===== src/rtl/timer_counter.sv =====
// rtl/timer_counter.sv - 32-bit down-counting timer with one-shot/auto-reload modes and masked IRQ
module timer_counter (
    input  logic        clk,
    input  logic        reset,
    input  logic [1:0]  Addr,
    input  logic        WE,
    input  logic [31:0] Din,
    output logic [31:0] Dout,
    output logic        IRQ
);

    typedef enum logic [1:0] {
        S_IDLE = 2'd0,
        S_LOAD = 2'd1,
        S_CNT  = 2'd2,
        S_INT  = 2'd3
    } state_t;

    state_t      state;
    logic [3:0]  ctrl;
    logic [31:0] preset;
    logic [31:0] count;
    logic        irq_flag;
    logic        ctrl_wr;
    logic        preset_wr;
    logic        auto_reload;

    assign ctrl_wr     = WE && (Addr == 2'd0);
    assign preset_wr   = WE && (Addr == 2'd1);
    assign auto_reload = (ctrl[2:1] == 2'b01);

    // Later assignments win: a hardware flag set overrides the software clear,
    // and the INT-state Enable clear is skipped when software writes CTRL.
    always_ff @(posedge clk or posedge reset) begin
        if (reset) begin
            state    <= S_IDLE;
            ctrl     <= 4'd0;
            preset   <= 32'd0;
            count    <= 32'd0;
            irq_flag <= 1'b0;
        end else begin
            if (preset_wr) begin
                preset <= Din;
            end
            if (ctrl_wr) begin
                ctrl     <= Din[3:0];
                irq_flag <= 1'b0;
            end
            case (state)
                S_IDLE: begin
                    if (ctrl[0]) begin
                        state <= S_LOAD;
                    end
                end
                S_LOAD: begin
                    if (!ctrl[0]) begin
                        state <= S_IDLE;
                    end else begin
                        count <= preset;
                        state <= S_CNT;
                    end
                end
                S_CNT: begin
                    if (!ctrl[0]) begin
                        state <= S_IDLE;
                    end else if (count <= 32'd1) begin
                        count    <= 32'd0;
                        irq_flag <= 1'b1;
                        state    <= S_INT;
                    end else begin
                        count <= count - 32'd1;
                    end
                end
                S_INT: begin
                    if (auto_reload) begin
                        irq_flag <= 1'b0;
                        state    <= S_LOAD;
                    end else begin
                        if (!ctrl_wr) begin
                            ctrl[0] <= 1'b0;
                        end
                        state <= S_IDLE;
                    end
                end
                default: state <= S_IDLE;
            endcase
        end
    end

    always_comb begin
        Dout = 32'd0;
        case (Addr)
            2'd0:    Dout = {28'd0, ctrl};
            2'd1:    Dout = preset;
            2'd2:    Dout = count;
            default: Dout = 32'd0;
        endcase
    end

    assign IRQ = irq_flag & ctrl[3];

endmodule


===== config.mk =====
export PLATFORM = sky130hd
export DESIGN_NAME = timer_counter
export DESIGN_NICKNAME = d
export VERILOG_FILES = /design/src/rtl/timer_counter.sv
export SDC_FILE = /design/constraint.sdc
export NUM_CORES = 1
export LEC_CHECK = 0
export ABC_AREA = 1
export ABC_CLOCK_PERIOD_IN_PS = 2430
export CORE_MARGIN = 5
export CORE_UTILIZATION = 45
export DETAILED_ROUTE_END_ITERATION = 12
export PLACE_DENSITY = 0.8
export REMOVE_ABC_BUFFERS = 1
export SLEW_MARGIN = 10
export SYNTH_ARGS = -nofsm -noshare
export SYNTH_HDL_FRONTEND = slang
export SYNTH_SLANG_ARGS = --single-unit

===== constraint.sdc =====
create_clock -name clk -period 2.43 [get_ports clk]
set_clock_uncertainty 0.1 [all_clocks]
set_input_delay 0.243 -clock clk [delete_from_list [all_inputs] [get_ports clk]]
set_output_delay 0.243 -clock clk [all_outputs]
set_load 0.03 [all_outputs]

==> summary.txt, run 1 <==
Run status
  • Status: finished clean

Logic synthesis
  • Post-synthesis cell area: 4300 µm²
  • Register area share after synthesis: 41.3%
  • Post-synthesis xor/xnor area fraction: 3.46%
  • Ys Warns: 0
  • Cell count after synthesis: 612
  • Synth top area share: 41.3%
  • Simple-gate area share of the yosys netlist: 27.1%
  • Post-Synth Adder-Cell Area: 0.582%
  • Largest family of logic cells by synthesized area: simple AND/OR/NAND/NOR gates
  • Post-synthesis mux area share: 1.05%
  • Avg Cell Area, Syn: 7.02 µm²
  • Cell variety after synth: 28
  • Largest area contributor in the netlist: dfrtp_1
  • Compound-Gate Fraction of Synth Area: 16.8%
  • Top area cells in the synthesized netlist: dfrtp_1 (41%), nor2_1 (11%), nand2_1 (10%)
  • #FFs+latches synth: 71

Detailed routing
  • Routed wire length: 12.0 mm
  • Antenna Nets Post-Route: 0
  • WL/cell: 14.6 µm
  • Pre-Repair DR Iteration Count: 5
  • Drt via density: 5.20
  • DRC violations left: 0
  • Initial DRC Count: 228
  • Via count: 4263

Floorplan
  • Full die area: 11600 µm²
  • Core area: 9280 µm²
  • DIE HEIGHT: 108 µm
  • Core Rows: 35
  • Starting Density: 46.3%
  • Number of I/O pins: 70
  • Die width: 108 µm

Clock tree
  • Post-CTS resize count: 0
  • Root buffer cell: clkbuf_8
  • Clk sinks: 71
  • CTS tree: built
  • Postcts setup bufs: 0
  • Max clock buf depth: 2
  • H-tree depth: 3
  • Cts hold-fix bufs: 0
  • Reg clk slew, reported paths: 0.09 ns
  • CTS buffer count: 9
  • Clock Latency Late Sink: 0.37 ns

Worst setup path
  • WP data required: 2.09 ns
  • Crit-path max FO: 8
  • Crit Path Class: input pin to primary output
  • Worst EP arrival: 1.78 ns
  • Max stage delay on crit path: 0.46 ns
  • Worst setup SP type: input pin
  • Crit. End Element: primary output
  • Cell class contributing the biggest share of worst-path delay: buffers and inverters
  • CP max stage cell: clkdlybuf4s50_1
  • WP buf/inv: 4
  • CP Cell Sequence: clkdlybuf4s50_1, inv_2, nand2_1, buf_4, o211ai_1, buf_12

Global routing
  • First-pass GRT wire length: 19.9 mm
  • Largest net degree at the start of global routing: 72
  • Grt ovf: 0
  • Number of global-route vias before repair: 4216
  • Overall Global Routing Usage: 21.5%
  • Antenna violations before repair: 0

Timing
  • Period utilization: 87.4%
  • Worst-Margin Slew: 0.473 ns
  • Final min period: 2.12 ns
  • FMAX: 471 MHz
  • Final Setup Violations: 0
  • Max Slew Vio Count: 0
  • Worst relative slew slack: 68.4%
  • Unrepaired setup endpoints after global routing: false
  • Endpoints failing hold: 0
  • Post-route setup TNS: 0 ns

Finish
  • Area growth syn-to-layout: 24.2%
  • Final non-filler cell total: 820
  • Utilization after layout: 57.5%
  • Share of layout cells above drive strength 1: 12.3%
  • Most common cell after layout, fill and taps aside: nor2_1
  • ANT cells: 0
  • Multi-input logic area: 2110 µm²
  • Post-route cell area: 5340 µm²
  • Fillers: 874
  • Register area: 1780 µm²
  • Nets: 725
  • Most frequent cells in the layout: nor2_1 (124), nand2_1 (114), a21oi_1 (81)

Power and ir drop
  • Pwr Total: 5.15 mW
  • Peak supply drop: 0.460 mV
  • Sw Ratio: 44.5%
  • Switch Pwr: 2.29 mW
  • Clk pwr share: 19.3%
  • P_int: 2.86 mW
  • Comb power frac: 41.4%
  • Lkg Pwr: 2.49 nW
  • Power Density: 964 nW/µm²
  • Reg power frac: 39.3%

Placement
  • Placed insts: 804
  • DP Area: 5140 µm²
  • I/O Buffers: 69
  • Final HPWL from detailed placement: 8.68 mm
  • GPL Wtd Cong: 0.911

Job
  • Max-Cap Viols: 0

Hold path
  • Tightest Hold Check Type: input pin to async pin
registers in the layout, summed over array words and instances, names as in the netlist:
name      cells
ctrl          4
irq_flag      1
count        32
preset       32
state         2
cells by family (layout without fill, tap and decap cells):
kind of cell	count (synthesis)	in the layout
mux	4	4
fa+ha+maj	2	2
simple gates	279	279
compound gates	135	135
flops	71	71
buf+inv	104	183
xor+xnor	17	17
metal layers:
metal  vias to the layer above  GRT usage (%)  part of all wire [%]
met5                         -              0                     0
met4                         0           6.04                   1.8
met3                        16           6.12                   7.9
met2                       177           37.0                    50
met1                      1969           26.3                    40
li1                       2101              -                     -
worst paths after layout:
check	startpoint	endpoint	slack (ns)	depth (start not counted)
max in group asynchronous	reset	ctrl[2]$_DFFE_PP0P_	1.75	3
setup reg to reg	count[0]$_DFFE_PP0P_	count[29]$_DFFE_PP0P_	0.37	9
setup / recovery	Addr[0]	Dout[1]	0.31	6
min in group clk	Din[0]	ctrl[0]$_DFF_PP0_	0.34	3
hold reg to reg	ctrl[1]$_DFFE_PP0P_	ctrl[1]$_DFFE_PP0P_	0.42	2
hold / removal	reset	count[26]$_DFFE_PP0P_	0.18	3
metrics by stage:
step,hold WS (ns),worst slack (ns)
finish,0.184,0.307
global route,0.234,0.187
detailed placement,0.406,0.342
global placement,0.394,0.368
CTS,0.196,0.330
floorplan,0.275,-0.507
synth_stat cells (all sizes together):
| master | n |
|---|---|
| buf | 13 |
| o21ai | 27 |
| xor2 | 17 |
| o22ai | 19 |
| a21oi | 81 |
| inv | 82 |
| nand2 | 119 |
| ha | 2 |
| o211ai | 5 |
| clkbuf | 9 |
| nand4 | 4 |
| nor2 | 134 |
| nor3 | 2 |
| nand3 | 20 |
| dfrtp | 71 |
| o21bai | 2 |
| o32ai | 1 |
| mux2 | 4 |
power groups by stage:
stage          clock network, mW  registers, mW  logic, mW
6_report                   0.994           2.02       2.13
5_1_grt                     1.07           2.08       2.38
4_1_cts                     1.01           2.01       2.13
3_5_place_dp                   0           2.03       2.10
3_3_place_gp                   0           2.02       2.04
2_1_floorplan                  0           1.91       1.48
worst min-delay path, stage by stage:
cell and delay [ns]:
clkdlybuf4s50_1 0.41, inv_2 0.07, buf_12 0.33
area by class of cell:
type,count,area share (%)
clock buffers,9,2.32
clock inverters,7,1.50
repair buffers,85,14.6
inverters,82,5.76
well taps,129,3.02
multi-input cells,437,39.5
flip-flops and latches,71,33.3
Power figures use the tool's default switching activity.
==> run 2, diff against run 1 <==
Settings changed: SLEW_MARGIN 10 to unset.
==> results of run 2 <==
The final DEF is identical to that of run 1; final timing and power are the same.
